### src/rtl/approx_err_monitor_pkg.sv
// Shared types and defaults for the approximate-multiplier error monitor.
// Holds the FSM state encoding and default widths.
package approx_err_monitor_pkg;

  localparam int PW_D    = 16;
  localparam int CNT_W_D = 17;
  localparam int ACC_W_D = 33;

  typedef enum logic [1:0] {
    S_IDLE  = 2'd0,
    S_RUN   = 2'd1,
    S_DRAIN = 2'd2,
    S_DONE  = 2'd3
  } state_t;

endpackage

### src/rtl/approx_err_monitor_if.sv
// Control, sample-stream and statistics bundle of the error monitor.
// master: stimulus side; slave: the monitor.
interface approx_err_monitor_if
  import approx_err_monitor_pkg::*;
#(
  parameter int PW    = PW_D,
  parameter int CNT_W = CNT_W_D,
  parameter int ACC_W = ACC_W_D
) ();

  logic             start;
  logic [CNT_W-1:0] num_samples;
  logic             in_valid;
  logic             in_ready;
  logic [PW-1:0]    approx_prod;
  logic [PW-1:0]    exact_prod;
  logic             busy;
  logic             done;
  logic [CNT_W-1:0] err_count;
  logic [ACC_W-1:0] sum_ed;
  logic [PW-1:0]    max_ed;

  modport master (
    output start, num_samples, in_valid,
    output approx_prod, exact_prod,
    input  in_ready, busy, done,
    input  err_count, sum_ed, max_ed
  );

  modport slave (
    input  start, num_samples, in_valid,
    input  approx_prod, exact_prod,
    output in_ready, busy, done,
    output err_count, sum_ed, max_ed
  );

endinterface

### src/rtl/approx_err_monitor_abs_diff.sv
// Combinational |a - b| over PW-bit unsigned operands.
// Ports: i_a, i_b operands; o_abs PW-bit magnitude.
module abs_diff #(
  parameter int PW = 16
) (
  input  logic [PW-1:0] i_a,
  input  logic [PW-1:0] i_b,
  output logic [PW-1:0] o_abs
);

  logic signed [PW:0] w_diff;

  assign w_diff = $signed({1'b0, i_a})
                - $signed({1'b0, i_b});

  // |diff| never exceeds 2^PW-1, so PW bits suffice
  assign o_abs = w_diff[PW] ? PW'(-w_diff)
                            : PW'(w_diff);

endmodule

### src/rtl/approx_err_monitor.sv
// Windowed error statistics (count, sum ED, max ED) for approx multipliers.
// Ports: clk, rst_n (async active-low), bus (slave modport of the bundle).
module approx_err_monitor
  import approx_err_monitor_pkg::*;
#(
  parameter int PW    = PW_D,
  parameter int CNT_W = CNT_W_D,
  parameter int ACC_W = ACC_W_D
) (
  input  logic                 clk,
  input  logic                 rst_n,
  approx_err_monitor_if.slave  bus
);

  localparam logic [CNT_W-1:0] CNT_ONE = 1;
  localparam logic [ACC_W-1:0] SUM_MAX = '1;

  state_t           r_state;
  state_t           w_state_nxt;
  logic [CNT_W-1:0] r_n;
  logic [CNT_W-1:0] r_acc;
  logic             r_s1_valid;
  logic             r_s1_neq;
  logic [PW-1:0]    r_s1_ed;
  logic [CNT_W-1:0] r_err;
  logic [ACC_W-1:0] r_sum;
  logic [PW-1:0]    r_max;

  logic             w_ready;
  logic             w_hs;
  logic             w_start_ok;
  logic             w_last;
  logic [PW-1:0]    w_ed;
  logic [ACC_W:0]   w_sum_ext;

  abs_diff #(.PW(PW)) u_abs (
    .i_a   (bus.approx_prod),
    .i_b   (bus.exact_prod),
    .o_abs (w_ed)
  );

  assign w_ready    = (r_state == S_RUN) &&
                      (r_acc < r_n);
  assign w_hs       = bus.in_valid & w_ready;
  assign w_start_ok = (r_state == S_IDLE) &
                      bus.start;
  assign w_last     = w_hs &&
                      ((r_acc + CNT_ONE) == r_n);
  assign w_sum_ext  = {1'b0, r_sum} +
                      {{(ACC_W+1-PW){1'b0}}, r_s1_ed};

  always_comb begin
    w_state_nxt = r_state;
    unique case (r_state)
      S_IDLE: begin
        if (bus.start)
          w_state_nxt = (bus.num_samples != '0)
                      ? S_RUN : S_DONE;
      end
      S_RUN: begin
        if (w_last) w_state_nxt = S_DRAIN;
      end
      S_DRAIN: w_state_nxt = S_DONE;
      S_DONE:  w_state_nxt = S_IDLE;
      default: w_state_nxt = S_IDLE;
    endcase
  end

  always_ff @(posedge clk or negedge rst_n) begin
    if (!rst_n) begin
      r_state <= S_IDLE;
    end else begin
      r_state <= w_state_nxt;
    end
  end

  // window length and accepted-sample counter
  always_ff @(posedge clk or negedge rst_n) begin
    if (!rst_n) begin
      r_n   <= '0;
      r_acc <= '0;
    end else if (w_start_ok) begin
      r_n   <= bus.num_samples;
      r_acc <= '0;
    end else if (w_hs) begin
      r_acc <= r_acc + CNT_ONE;
    end
  end

  // stage 1: capture ED only on a handshake
  always_ff @(posedge clk or negedge rst_n) begin
    if (!rst_n) begin
      r_s1_valid <= 1'b0;
      r_s1_neq   <= 1'b0;
      r_s1_ed    <= '0;
    end else begin
      r_s1_valid <= w_hs;
      if (w_hs) begin
        r_s1_neq <= (bus.approx_prod !=
                     bus.exact_prod);
        r_s1_ed  <= w_ed;
      end
    end
  end

  // stage 2: accumulate; stage 1 is empty in IDLE
  always_ff @(posedge clk or negedge rst_n) begin
    if (!rst_n) begin
      r_err <= '0;
      r_sum <= '0;
      r_max <= '0;
    end else if (w_start_ok) begin
      r_err <= '0;
      r_sum <= '0;
      r_max <= '0;
    end else if (r_s1_valid) begin
      if (r_s1_neq) r_err <= r_err + CNT_ONE;
      r_sum <= w_sum_ext[ACC_W] ? SUM_MAX
                                : w_sum_ext[ACC_W-1:0];
      if (r_s1_ed > r_max) r_max <= r_s1_ed;
    end
  end

  assign bus.in_ready  = w_ready;
  assign bus.busy      = (r_state == S_RUN) ||
                         (r_state == S_DRAIN);
  assign bus.done      = (r_state == S_DONE);
  assign bus.err_count = r_err;
  assign bus.sum_ed    = r_sum;
  assign bus.max_ed    = r_max;

endmodule

### src/flat_wrapper.sv
// flat-port wrapper written by rule: the top's interface ports become plain ports
module approx_err_monitor_flat import approx_err_monitor_pkg::*;
#(
  parameter int PW    = PW_D,
  parameter int CNT_W = CNT_W_D,
  parameter int ACC_W = ACC_W_D
)
  (clk, rst_n, bus_start, bus_num_samples, bus_in_valid, bus_approx_prod, bus_exact_prod, bus_in_ready, bus_busy, bus_done, bus_err_count, bus_sum_ed, bus_max_ed);
  approx_err_monitor_if #(.PW(PW), .CNT_W(CNT_W), .ACC_W(ACC_W)) bus_i ();
  input  logic clk;
  input  logic rst_n;
  input wire logic [$bits(bus_i.start)-1:0] bus_start;
  input wire logic [$bits(bus_i.num_samples)-1:0] bus_num_samples;
  input wire logic [$bits(bus_i.in_valid)-1:0] bus_in_valid;
  input wire logic [$bits(bus_i.approx_prod)-1:0] bus_approx_prod;
  input wire logic [$bits(bus_i.exact_prod)-1:0] bus_exact_prod;
  output wire logic [$bits(bus_i.in_ready)-1:0] bus_in_ready;
  output wire logic [$bits(bus_i.busy)-1:0] bus_busy;
  output wire logic [$bits(bus_i.done)-1:0] bus_done;
  output wire logic [$bits(bus_i.err_count)-1:0] bus_err_count;
  output wire logic [$bits(bus_i.sum_ed)-1:0] bus_sum_ed;
  output wire logic [$bits(bus_i.max_ed)-1:0] bus_max_ed;
  assign bus_i.start = bus_start;
  assign bus_i.num_samples = bus_num_samples;
  assign bus_i.in_valid = bus_in_valid;
  assign bus_i.approx_prod = bus_approx_prod;
  assign bus_i.exact_prod = bus_exact_prod;
  assign bus_in_ready = bus_i.in_ready;
  assign bus_busy = bus_i.busy;
  assign bus_done = bus_i.done;
  assign bus_err_count = bus_i.err_count;
  assign bus_sum_ed = bus_i.sum_ed;
  assign bus_max_ed = bus_i.max_ed;
  approx_err_monitor #(.PW(PW), .CNT_W(CNT_W), .ACC_W(ACC_W)) u_core (.clk(clk), .rst_n(rst_n), .bus(bus_i));
endmodule
### config.mk
export PLATFORM = sky130hd
export DESIGN_NAME = approx_err_monitor_flat
export DESIGN_NICKNAME = d
export VERILOG_FILES = /design/src/rtl/approx_err_monitor_pkg.sv /design/src/rtl/approx_err_monitor_if.sv /design/src/rtl/approx_err_monitor_abs_diff.sv /design/src/rtl/approx_err_monitor.sv /design/src/flat_wrapper.sv
export SDC_FILE = /design/constraint.sdc
export NUM_CORES = 1
export LEC_CHECK = 0
export BUFFER_PORTS_ARGS = -buffer_cell sky130_fd_sc_hd__buf_2
export CELL_PAD_IN_SITES_DETAIL_PLACEMENT = 1
export CELL_PAD_IN_SITES_GLOBAL_PLACEMENT = 2
export CORE_MARGIN = 3
export CORE_UTILIZATION = 38
export CTS_CLUSTER_SIZE = 25
export DETAILED_ROUTE_END_ITERATION = 10
export PLACE_DENSITY_LB_ADDON = 0.1
export SETUP_SLACK_MARGIN = 0.3
export SYNTH_ARGS = -nofsm -noshare
export SYNTH_HDL_FRONTEND = slang
export SYNTH_SLANG_ARGS = --single-unit
### constraint.sdc
create_clock -name clk -period 7.5 [get_ports clk]
set_input_delay 0.75 -clock clk [delete_from_list [all_inputs] [get_ports clk]]
set_output_delay 0.75 -clock clk [all_outputs]
set_load 0.01 [all_outputs]
==> metrics.md <==
| Metric | Value |
|---|---|
| Post-CTS Setup Inserts | `0` |
| Worst-Margin Slew | `~1100 ps` |
| Routed Antenna Nets | `0` |
| Syn_nets | `approximately 1100` |
| Core Box Area | `about 21000 µm²` |
| Hold Slack | `356 ps` |
| Yosys warns | `0` |
| Hold Fails Final Rpt | `0` |
| Reg2Reg Capture Point | `u_core.bus.sum_ed[20]` |
| #FFs+latches synth | `120` |
| Post-synth EDFFs | `0` |
| Mapped Avg Cell Area | `8.85 µm²` |
| Crit start category | `register` |
| Initial antenna violation count | `0` |
| Vias in the first global route | `7419` |
| H-tree depth | `4` |
| CP required | `between 7000 and 8000 ps` |
| Sequential share of the synthesized area | `35.6%` |
| Crit path time final | `between 3000 and 4000 ps` |
| Max incr delay on CP | `slightly above 700 ps` |
| Initial DRC count | `291` |
| Global-route wire length before repair | `~39 mm` |
| Layout cell share with drive strength beyond 1 | `16.5%` |
| Residual DRC count | `0` |
| Antenna diode count | `0` |
| Post-route cell area | `a little under 10000 µm²` |
| Vias | `roughly 7300` |
| CTS Buf Count | `17` |
| CP cell instances | `ha_1 > a21o_1 > a21oi_1 > o211a_1 > nor4_1 > o311a_1 > o21ai_0 > nor3_1 > nor2_1 > a211oi_1` |
| Synth Instances | `952` |
| Buffers on Ports | `121` |
| Reg2Reg Depth | `10` |
| Buf/Inv on CP | `0` |
| Crit path DAT | `around 3900 ps` |
| Max Cap Viol | `0` |
| Top post-synthesis cells by area | `dfrtp_1 36%, ha_1 11%, xor2_1 4.5%, xnor2_1 4.4%, o21ai_0 4.3%` |
| Row count | `53` |
| Filler Cell Count | `~2600` |
| Root Buffer Master | `clkbuf_16` |
| GPL Wtd Cong | `approximately 0.83` |
| CP Capture Type | `register` |
| Routed wire length | `between 20 and 25 mm` |
| Die span in x | `155 µm` |
| Cell family with most CP delay | `compound AO/OA/AOI/OAI gates` |
| Global Route Usage Sum | `19.8%` |
| FFs w/ async S/R, synth | `between 90% and 100%` |
| Crit Path Max Fanout | `5` |
| Worst slew margin | `24.8%` |
| Hold_buf cts | `0` |
| Post_cts resized | `0` |
| Synthesized area | `around 8400 µm²` |
| CTS tree | `built` |
| VDD IR-drop max | `approximately 0.22 mV` |
| Final WS setup | `roughly 3900 ps` |
| Clk_lat worst skew | `420 ps` |
| Placed cell areas | `9260 µm²` |
| Hold Path Class | `input pin to async pin` |
| Area grow syn2layout | `17.7%` |
| Crit Path Category | `register to register` |
| # setup viols final | `0` |
| Run status | `finished, final reports clean` |
| Clock Tree Buf Depth | `2` |
| Yosys top cell by area | `dfrtp_1` |
| Unique masters post-synth | `73` |
| Max Clk Rate | `around 280 MHz` |
| Largest net degree at the start of global routing | `84` |
| DR pass1 iterations | `4` |
| Clk sinks | `120` |
| Total grt overflow | `0` |
| Pre-CTS WS | `approximately 3500 ps` |
| Post-DR vias/cell | `between 5 and 6` |
| Slowest CP cell | `nor3_1` |
| PnR Total Power | `3.42 mW` |
| Synth Flop Type | `dfrtp_1` |
| Clock skew | `9.78 ps` |
| Worst r2r src | `u_core.r_s1_ed[1]` |
| RSZ-0062 raised after global routing | `no` |
| DR WL/cell | `about 18 µm` |
| Total Neg Setup Slack | `0 ps` |
| DIE AREA | `24000 µm²` |
| Power density over cell area | `about 340 nW/µm²` |
| I/O Pins | `~120` |
| Initial Util | `39.3%` |
| Final clock period utilization by the worst path | `a little under half` |
| Chip height | `between 150 and 200 µm` |
| Fin nets | `about 1200` |
| Leakage Power | `roughly 4.8 nW` |
| Hpwl dp | `~18 mm` |
| Max-slew violations | `0` |
| Synth top area share | `35.6%` |
| Most frequent cells in the layout | `120 x buf_2, 120 x dfrtp_1, 93 x nor2_1` |
| Clock Pin Slew Worst Setup and Hold Paths | `~60 ps` |
| Reg2Reg Setup Slack | `between 3000 and 4000 ps` |
## state kept, by name, summed over array words and instances, names as in the netlist
| name | cells |
|---|---|
| u_core.bus.err_count | 17 |
| u_core.bus.max_ed | 16 |
| u_core.bus.sum_ed | 33 |
| u_core.r_acc | 17 |
| u_core.r_n | 17 |
| u_core.r_s1_ed | 16 |
| u_core.r_s1_neq | 1 |
| u_core.r_s1_valid | 1 |
| u_core.r_state | 2 |
## layer usage
layer	vias to the layer above	routed length, µm	track usage, %
li1	3611	-	-
met1	3569	11300	26.5
met2	94	11500	33.6
met3	15	655	3.37
met4	0	256	5.00
met5	-	0	0
## cell type report
type	instances	area, µm²	share of cell area [%]
Multi-Input combinational cell	726	5000	50.4
Sequential cell	120	3000	30.3
Timing Repair Buffer	126	646	6.51
Clock buffer	24	492	4.96
Tap cell	275	344	3.47
Inverter	72	270	2.73
Clock inverter	8	165	1.67
## logic make-up (layout without fill, tap and decap cells)
group	after synthesis	in the layout	synth area share [%]
xor+xnor	85	85	8.83
buf+inv	106	230	5.18
compound gates	238	238	18.5
fa+ha+maj	75	75	11.3
flops	120	120	35.6
simple gates	304	304	17.6
mux	24	24	2.88
## worst max-delay path by stage
stage	start	end	slack [ps]	depth (start not counted)
after floorplan	bus_approx_prod[0]	u_core.r_s1_ed[15]	3920	13
after global placement	bus_approx_prod[0]	u_core.r_s1_ed[15]	3590	14
after detailed placement	bus_approx_prod[0]	u_core.r_s1_ed[15]	3500	14
after CTS	bus_approx_prod[0]	u_core.r_s1_ed[15]	3940	14
after global routing	u_core.r_s1_ed[1]	u_core.bus.sum_ed[20]	3640	10
final	u_core.r_s1_ed[1]	u_core.bus.sum_ed[20]	3950	10
## report_power, final
part	internal, mW	total (mW)	switching [mW]
combinational	0.640	1.43	0.790
sequential	0.836	1.06	0.228
clock	0.624	0.926	0.302
## synthesized netlist by cell type (23+ instances only)
library cell    n
a21oi_1        42
nand3_1        27
xor2_1         43
inv_1          72
a21o_1         23
clkbuf_1       26
xnor2_1        42
dfrtp_1       120
nor2_1         94
ha_1           73
o21ai_0        73
nand2_1        73
## metrics by stage
stage	cells	utilization, %
after CTS	1351	46.3
final	1351	46.3
after floorplan	952	-
after global routing	1351	46.3
after global placement	1319	43.2
after detailed placement	1319	43.2
Power figures use the tool's default switching activity.
